<file path="src/rtl/branch_fetch.sv">
// -----------------------------------------------------------------------------
// branch_fetch
//   PC generation and instruction fetch stage feeding the branch pipeline.
//   Issues in-order fetch requests, buffers returned instructions in a small
//   FIFO whose head is presented to decode, and handles redirects from branch
//   execute by reloading the PC, flushing the FIFO and discarding responses
//   that belong to the wrong path.
//
// Ports
//   clk              clock, rising edge
//   rst              asynchronous active-low reset
//   stall            global pipeline stall, holds the decode-facing outputs
//   branch_taken     redirect request from branch execute
//   new_pc           redirect target (word aligned internally)
//   imem_req_valid   fetch request valid
//   imem_req_ready   memory accepts the request this cycle
//   imem_req_addr    fetch address
//   imem_resp_valid  in-order response valid, at most one per cycle
//   imem_resp_data   fetched instruction
//   inst             instruction to decode, NOP_INST when inst_valid=0
//   inst_pc          PC of inst, 0 when inst_valid=0
//   inst_valid       FIFO head is valid
//   branch_squash    kills the instruction currently in decode
// -----------------------------------------------------------------------------
module branch_fetch #(
    parameter logic [31:0] RESET_PC    = 32'h0000_0000,
    parameter int unsigned PC_INCR     = 4,
    parameter int unsigned QUEUE_DEPTH = 2,
    parameter logic [31:0] NOP_INST    = 32'h0000_0000
) (
    input  logic        clk,
    input  logic        rst,
    input  logic        stall,
    input  logic        branch_taken,
    input  logic [31:0] new_pc,
    output logic        imem_req_valid,
    input  logic        imem_req_ready,
    output logic [31:0] imem_req_addr,
    input  logic        imem_resp_valid,
    input  logic [31:0] imem_resp_data,
    output logic [31:0] inst,
    output logic [31:0] inst_pc,
    output logic        inst_valid,
    output logic        branch_squash
);

    localparam int unsigned PW = $clog2(QUEUE_DEPTH);
    localparam int unsigned CW = PW + 1;
    localparam logic [CW:0] QD_W = (CW + 1)'(QUEUE_DEPTH);

    logic [31:0]   fetch_pc_q, fetch_pc_d;
    logic [CW-1:0] inflight_q, inflight_d;
    logic [CW-1:0] drop_q, drop_d;
    logic [CW-1:0] count_q, count_d;
    logic [PW-1:0] rd_q, rd_d, wr_q, wr_d;
    logic [PW-1:0] trd_q, trd_d, twr_q, twr_d;

    logic [31:0] data_q [QUEUE_DEPTH];
    logic [31:0] pc_q   [QUEUE_DEPTH];
    logic [31:0] tag_q  [QUEUE_DEPTH];

    logic        head_valid;
    logic        pop;
    logic        push;
    logic        hs;
    logic [CW:0] used;

    assign head_valid = (count_q != '0);
    assign pop        = head_valid && !stall && !branch_taken;
    assign push       = imem_resp_valid && !branch_taken && (drop_q == '0);

    // The head leaving this cycle is counted as already free, so a 1-cycle
    // memory can sustain one fetch per cycle with only two slots. Under stall
    // no pop happens and the budget is simply occupancy + inflight.
    assign used = (CW + 1)'(count_q) + (CW + 1)'(inflight_q) - (CW + 1)'(pop);

    assign imem_req_valid = rst && !branch_taken && (used < QD_W);
    assign imem_req_addr  = fetch_pc_q;
    assign hs             = imem_req_valid && imem_req_ready;

    assign inst_valid    = head_valid;
    assign inst          = head_valid ? data_q[rd_q] : NOP_INST;
    assign inst_pc       = head_valid ? pc_q[rd_q]   : '0;
    assign branch_squash = branch_taken;

    always_comb begin
        fetch_pc_d = fetch_pc_q;
        inflight_d = inflight_q + CW'(hs) - CW'(imem_resp_valid);
        drop_d     = drop_q;
        count_d    = count_q;
        rd_d       = rd_q;
        wr_d       = wr_q;
        // Tags are consumed by every response, including discarded ones, so
        // the tag FIFO stays aligned with the memory's response stream.
        twr_d      = twr_q + PW'(hs);
        trd_d      = trd_q + PW'(imem_resp_valid);

        if (branch_taken) begin
            fetch_pc_d = new_pc & ~32'h3;
            // A response arriving now is already gone; only the rest are stale.
            drop_d     = inflight_q - CW'(imem_resp_valid);
            count_d    = '0;
            rd_d       = wr_q;
        end else begin
            if (hs) begin
                fetch_pc_d = fetch_pc_q + 32'(PC_INCR);
            end
            if (imem_resp_valid && (drop_q != '0)) begin
                drop_d = drop_q - 1'b1;
            end
            count_d = count_q + CW'(push) - CW'(pop);
            rd_d    = rd_q + PW'(pop);
            wr_d    = wr_q + PW'(push);
        end
    end

    always_ff @(posedge clk or negedge rst) begin
        if (!rst) begin
            fetch_pc_q <= RESET_PC;
            inflight_q <= '0;
            drop_q     <= '0;
            count_q    <= '0;
            rd_q       <= '0;
            wr_q       <= '0;
            trd_q      <= '0;
            twr_q      <= '0;
            for (int unsigned i = 0; i < QUEUE_DEPTH; i++) begin
                data_q[i] <= '0;
                pc_q[i]   <= '0;
                tag_q[i]  <= '0;
            end
        end else begin
            fetch_pc_q <= fetch_pc_d;
            inflight_q <= inflight_d;
            drop_q     <= drop_d;
            count_q    <= count_d;
            rd_q       <= rd_d;
            wr_q       <= wr_d;
            trd_q      <= trd_d;
            twr_q      <= twr_d;
            if (hs) begin
                tag_q[twr_q] <= fetch_pc_q;
            end
            if (push) begin
                data_q[wr_q] <= imem_resp_data;
                pc_q[wr_q]   <= tag_q[trd_q];
            end
        end
    end

    a_no_full_push: assert property (@(posedge clk) disable iff (!rst)
        !(push && !pop && (count_q == CW'(QUEUE_DEPTH))));

    a_drop_le_inflight: assert property (@(posedge clk) disable iff (!rst)
        (drop_q <= inflight_q) && (inflight_q <= CW'(QUEUE_DEPTH)));

    a_resp_expected: assert property (@(posedge clk) disable iff (!rst)
        imem_resp_valid |-> (inflight_q != '0));

endmodule

</file>
<file path="config.mk">
export PLATFORM = sky130hd
export DESIGN_NAME = branch_fetch
export DESIGN_NICKNAME = d
export VERILOG_FILES = /design/src/rtl/branch_fetch.sv
export SDC_FILE = /design/constraint.sdc
export NUM_CORES = 1
export LEC_CHECK = 0
export CORE_MARGIN = 2
export CORE_UTILIZATION = 51
export CTS_CLUSTER_DIAMETER = 150
export DETAILED_ROUTE_END_ITERATION = 10
export PLACE_DENSITY = 0.81
export SLEW_MARGIN = 15
export SYNTH_ARGS = -nofsm -noshare
export SYNTH_HDL_FRONTEND = slang
export SYNTH_SLANG_ARGS = --single-unit
</file>
<file path="constraint.sdc">
create_clock -name clk -period 5.7 [get_ports clk]
set_input_delay 0.57 -clock clk [delete_from_list [all_inputs] [get_ports clk]]
set_output_delay 0.57 -clock clk [all_outputs]
set_load 0.05 [all_outputs]
</file>
### After elaboration in Yosys (flattened, before gate mapping)

Cells that the tools add are included.

* bits in registers: 234
* input bits: 70
* output and inout bits: 99

* order comparisons: 7
* $add $sub $neg: 13
* reductions and logical operators: 17
* bitwise operators: 4
* multiplexer cells: 24

Operator list (number)
* two-way mux 32 bit: 15
* bitwise mux 64 bit: 3
* demux 32 bit (select 1 bit): 2
* adder 32 x 3 -> 32 bit (second input constant): 1
* logical AND 1 bit: 10
* greater-or-equal comparator 2 bit (second input constant): 4
* NOT 1 -> 2 bit: 4
* nonzero test 2 bit: 4
* two-way mux 2 bit: 3
* subtractor 2 x 1 -> 2 bit: 3
* adder 1 bit: 4
* adder 2 x 1 -> 2 bit: 2
* less-than comparator 2 x 1 -> 1 bit (second input constant): 2
* adder 2 x 2 -> 3 bit: 1
* less-than comparator 3 x 2 -> 1 bit (second input constant): 1
* subtractor 3 x 1 -> 3 bit: 1
* logical NOT 1 bit: 2
* logical NOT 2 bit: 1
* subtractor 2 x 1 -> 2 bit (second input constant): 1
* two-way mux 1 bit: 1

### Longest topological paths before layout

* depth in word-level cells: 9
* mapped depth: 14
* mapped depth without buffers: 11

### Worst setup path before layout

OpenSTA, ideal clock, no wires.

* path type: input to register
* from: in branch_taken
* to: reg tag_q[37] (netlist bit)
* path buffers: 5
* stages on the path: 13
* data arrival time: 3.482 ns
* setup slack: 2.093 ns
* data required time: 5.575 ns
* cell sequence: clkbuf_1 buf_1 o21a_1 o21ai_0 fa_1 nand4b_1 or2_1 buf_2 inv_2 buf_4 ha_1 clkbuf_1 mux2_2

* word-level cells in the longest chain between the ends: 6

Ends and longest elaborated chain
* start, declared: RTL line 34 `input logic branch_taken,`
* logical NOT 1 bit (*): RTL line 69, 77
* logical AND 1 bit: RTL line 69 `assign pop = head_valid && !stall && !branch_taken;`
* subtractor 3 x 1 -> 3 bit: RTL line 75 `assign used = (CW + 1)'(count_q) + (CW + 1)'(inflight_q) - (CW + 1)'(pop);`
* less-than comparator 3 x 2 -> 1 bit: RTL line 77 `assign imem_req_valid = rst && !branch_taken && (used < QD_W);`
* logical AND 1 bit (*): RTL line 77
* logical AND 1 bit (*): RTL line 79 `assign hs = imem_req_valid && imem_req_ready;`
* end signal, assigned by index: RTL line 142 `tag_q[twr_q] <= fetch_pc_q;`
* end, declared: RTL line 60 `logic [31:0] tag_q [QUEUE_DEPTH];`

Every way passes the cells marked *; elsewhere a longest branch is shown, timed or not.
A chain may end at the register's enable or synchronous reset.

### Worst setup path in the final report

* from: reg count_q[1]
* to: out imem_req_valid

* word-level cells in the longest chain between the ends: 6

Ends and longest elaborated chain
* start, declared: RTL line 54 `logic [CW-1:0] count_q, count_d;`
* start signal, assigned: RTL line 136 `count_q <= count_d;`
* parallel branches: the longest is 3 deep, another holds adder 2 x 2 -> 3 bit
* subtractor 3 x 1 -> 3 bit (*): RTL line 75
* less-than comparator 3 x 2 -> 1 bit (*): RTL line 77
* logical AND 1 bit (*): RTL line 77
* end, declared: RTL line 36 `output logic imem_req_valid,`

Mark *: on every way between the ends.

==> out/results.ini <==
[status]
status=finished clean

[setup_path]
cp-end-kind=output port
setup.worst_path.class=flop to output port
critPathLaunchType=flop
r2r_slack_ns=2.04
worstPathRequired_ns=5.13
arrival_ns=3.36
cp_max_fo=4

[yosys]
synth-async-reset-ratio=1.00
avgSynthCellArea_um2=11.4
ys_types=55
ys_seq_area_frac=0.536
ys_ff_latch=224
syn-instance-count=918
synth-edff-count=0
ys.flop_type=dfrtp_1
synth_top_area_share=0.536
synth_common_cells=224 x dfrtp_1, 137 x nor2_1, 124 x mux2_2
yosysMostFrequentCell=dfrtp_1
synthTopCellsByArea=dfrtp_1 54%, mux2_2 13%, mux2i_1 9.3%
ys_warn_count=0
yosysTopAreaCell=dfrtp_1
syn_area_um2=10400

[timing]
setup_tns_ns=0
skew_ns=0.0103
hold_viol=0
rsz0062_at_grt=no
setup_viol_count_final=0
slew_viol_final=0
finalCritPeriodShare=0.690
period_needed_ns=3.93
relSlewSlack=0.396
worst_slew_pin_slew_ns=0.905
fmax_mhz=254
finalWorstSetupSlack_ns=1.77

[clock_tree]
clk_path_buf_depth=3
cts_setup_buffers=0
clkTransAtPathRegs_ns=0.06
cts.sinks=224
cts-root-buf=clkbuf_16
cts_max_level=1
cts_tree=done
postCtsResizedCells=0
numCtsBuffers=23
worstSkewPairLatency_ns=0.50
holdBufCountCts=0

[route]
detail-route-antenna-nets=0
vias=7417
vias_per_cell=5.54
route.detailed.drc=0
routed_wl_mm=23.1
firstDrtPassIters=5
drt-initial-drc-count=396
wire_per_inst_um=17.2

[global_routing]
grt_pass1_wl_mm=38.0
grt_pass1_vias=7489
grt_overflow=0
antenna_found_initial=0
track_usage=0.216
grt_max_degree=93

[pwr]
pwr-share-clk=0.230
p_leak_nw=5.63
switching_share=0.352
combPwrFrac=0.350
power_density_nw_per_um2=497
peakVddDrop_mv=0.218
seqPwrFrac=0.420
power_switching_mw=2.27
intPower_mw=4.19

[min_path]
worstHoldPathType=input port to asynchronous set/reset pin

[cells_and_area]
antenna_cells=0
instances_no_fill=1340
multi_input_area_um2=4540
finalNetCount=1138
final_layout_size_suffix_gt1_frac=0.174
seqCellArea_um2=5610
num-fill-cells=1558
area.growth.synth_to_final_pct=24.5

[floorplanning]
die-height_um=147
ioPinCount=169
coreArea_um2=20200
start_util=0.518
die_x_um=147
dieArea_um2=21600
rows=52

[place]
hpwl_mm=14.9
portBuffers=162
place_ws_ns=1.64
numPlacedInstances=1300
gp_congestion=0.823

[job]
max_cap_viol_count=0

critical path: stages (launching register included):
cell	delay [ns]
dfrtp_1	0.39
inv_1	0.10
nor4_1	0.46
o21ai_0	0.21
fa_1	0.41
xnor2_1	0.19
nor3_1	0.25
clkdlybuf4s50_1	0.85
stage by stage:
step | hold slack [ns] | cell area, um^2 | util | total power, mW
6_report | 0.0186 | 13000 | 0.645 | 6.46
2_1_floorplan | 0.274 | 10500 | - | 4.32
3_5_place_dp | 0.460 | 12300 | 0.608 | 5.01
3_3_place_gp | 0.456 | 12300 | 0.608 | 4.90
4_1_cts | 0.0321 | 13000 | 0.645 | 6.52
5_1_grt | 0.0503 | 13000 | 0.645 | 6.86
cells by family after synthesis:
kind of cell / synth area share
simple gates: 0.117
flops: 0.536
mux: 0.227
compound gates: 0.0589
buf+inv: 0.0328
xor+xnor: 0.0117
fa+ha+maj: 0.0163
other cells: 0.000359
final timing paths:
| check | start | to | cells after the start |
|---|---|---|---|
| worst max-delay path | count_q[1] | imem_req_valid | 7 |
| min in group clk | branch_taken | count_q[1] | 2 |
| worst min register to register | trd_q | trd_q | 1 |
| worst max register to register | count_q[1] | tag_q[60] | 10 |
| max in group asynchronous | rst | data_q[32] | 3 |
| worst min-delay path | rst | data_q[41] | 1 |
layout make-up:
type                       instances  area share
inverter                          16     0.00462
multi-input combinational        617       0.349
tap                              270      0.0260
clock inverter                     6     0.00616
timing repair buffer             173       0.131
clock buffer                      34      0.0513
sequential                       224       0.431
power groups by stage:
| stage | registers (mW) | clock network [mW] | logic (mW) |
|---|---|---|---|
| 2_1_floorplan | 2.63 | 0 | 1.69 |
| 3_3_place_gp | 2.70 | 0 | 2.20 |
| 3_5_place_dp | 2.74 | 0 | 2.26 |
| 4_1_cts | 2.72 | 1.52 | 2.28 |
| 5_1_grt | 2.81 | 1.58 | 2.47 |
| 6_report | 2.72 | 1.49 | 2.26 |
registers in the layout (all words and copies together), names as in the netlist:
register       cells
count_q            2
data_q            64
drop_q             2
imem_req_addr     30
inflight_q         2
pc_q              60
rd_q               1
tag_q             60
trd_q              1
twr_q              1
wr_q               1
cell usage in the layout (no fill, tap or decap), types with 15 or more instances in the layout:
cell type,count
inv_1,15
nor2_1,136
mux2_2,124
clkdlybuf4s50_1,160
nand2_1,40
nand3_1,25
dfrtp_1,223
clkbuf_16,23
a21oi_1,64
mux2i_1,97
metal layers:
metal | vias up | track usage | routed length, um
li1 | 3476 | - | -
met1 | 3651 | 0.312 | 10800
met2 | 260 | 0.346 | 10500
met3 | 30 | 0.0304 | 1410
met4 | 0 | 0.0572 | 428
met5 | - | 0 | 0
Note: power is estimated with default switching activity, not from simulation.
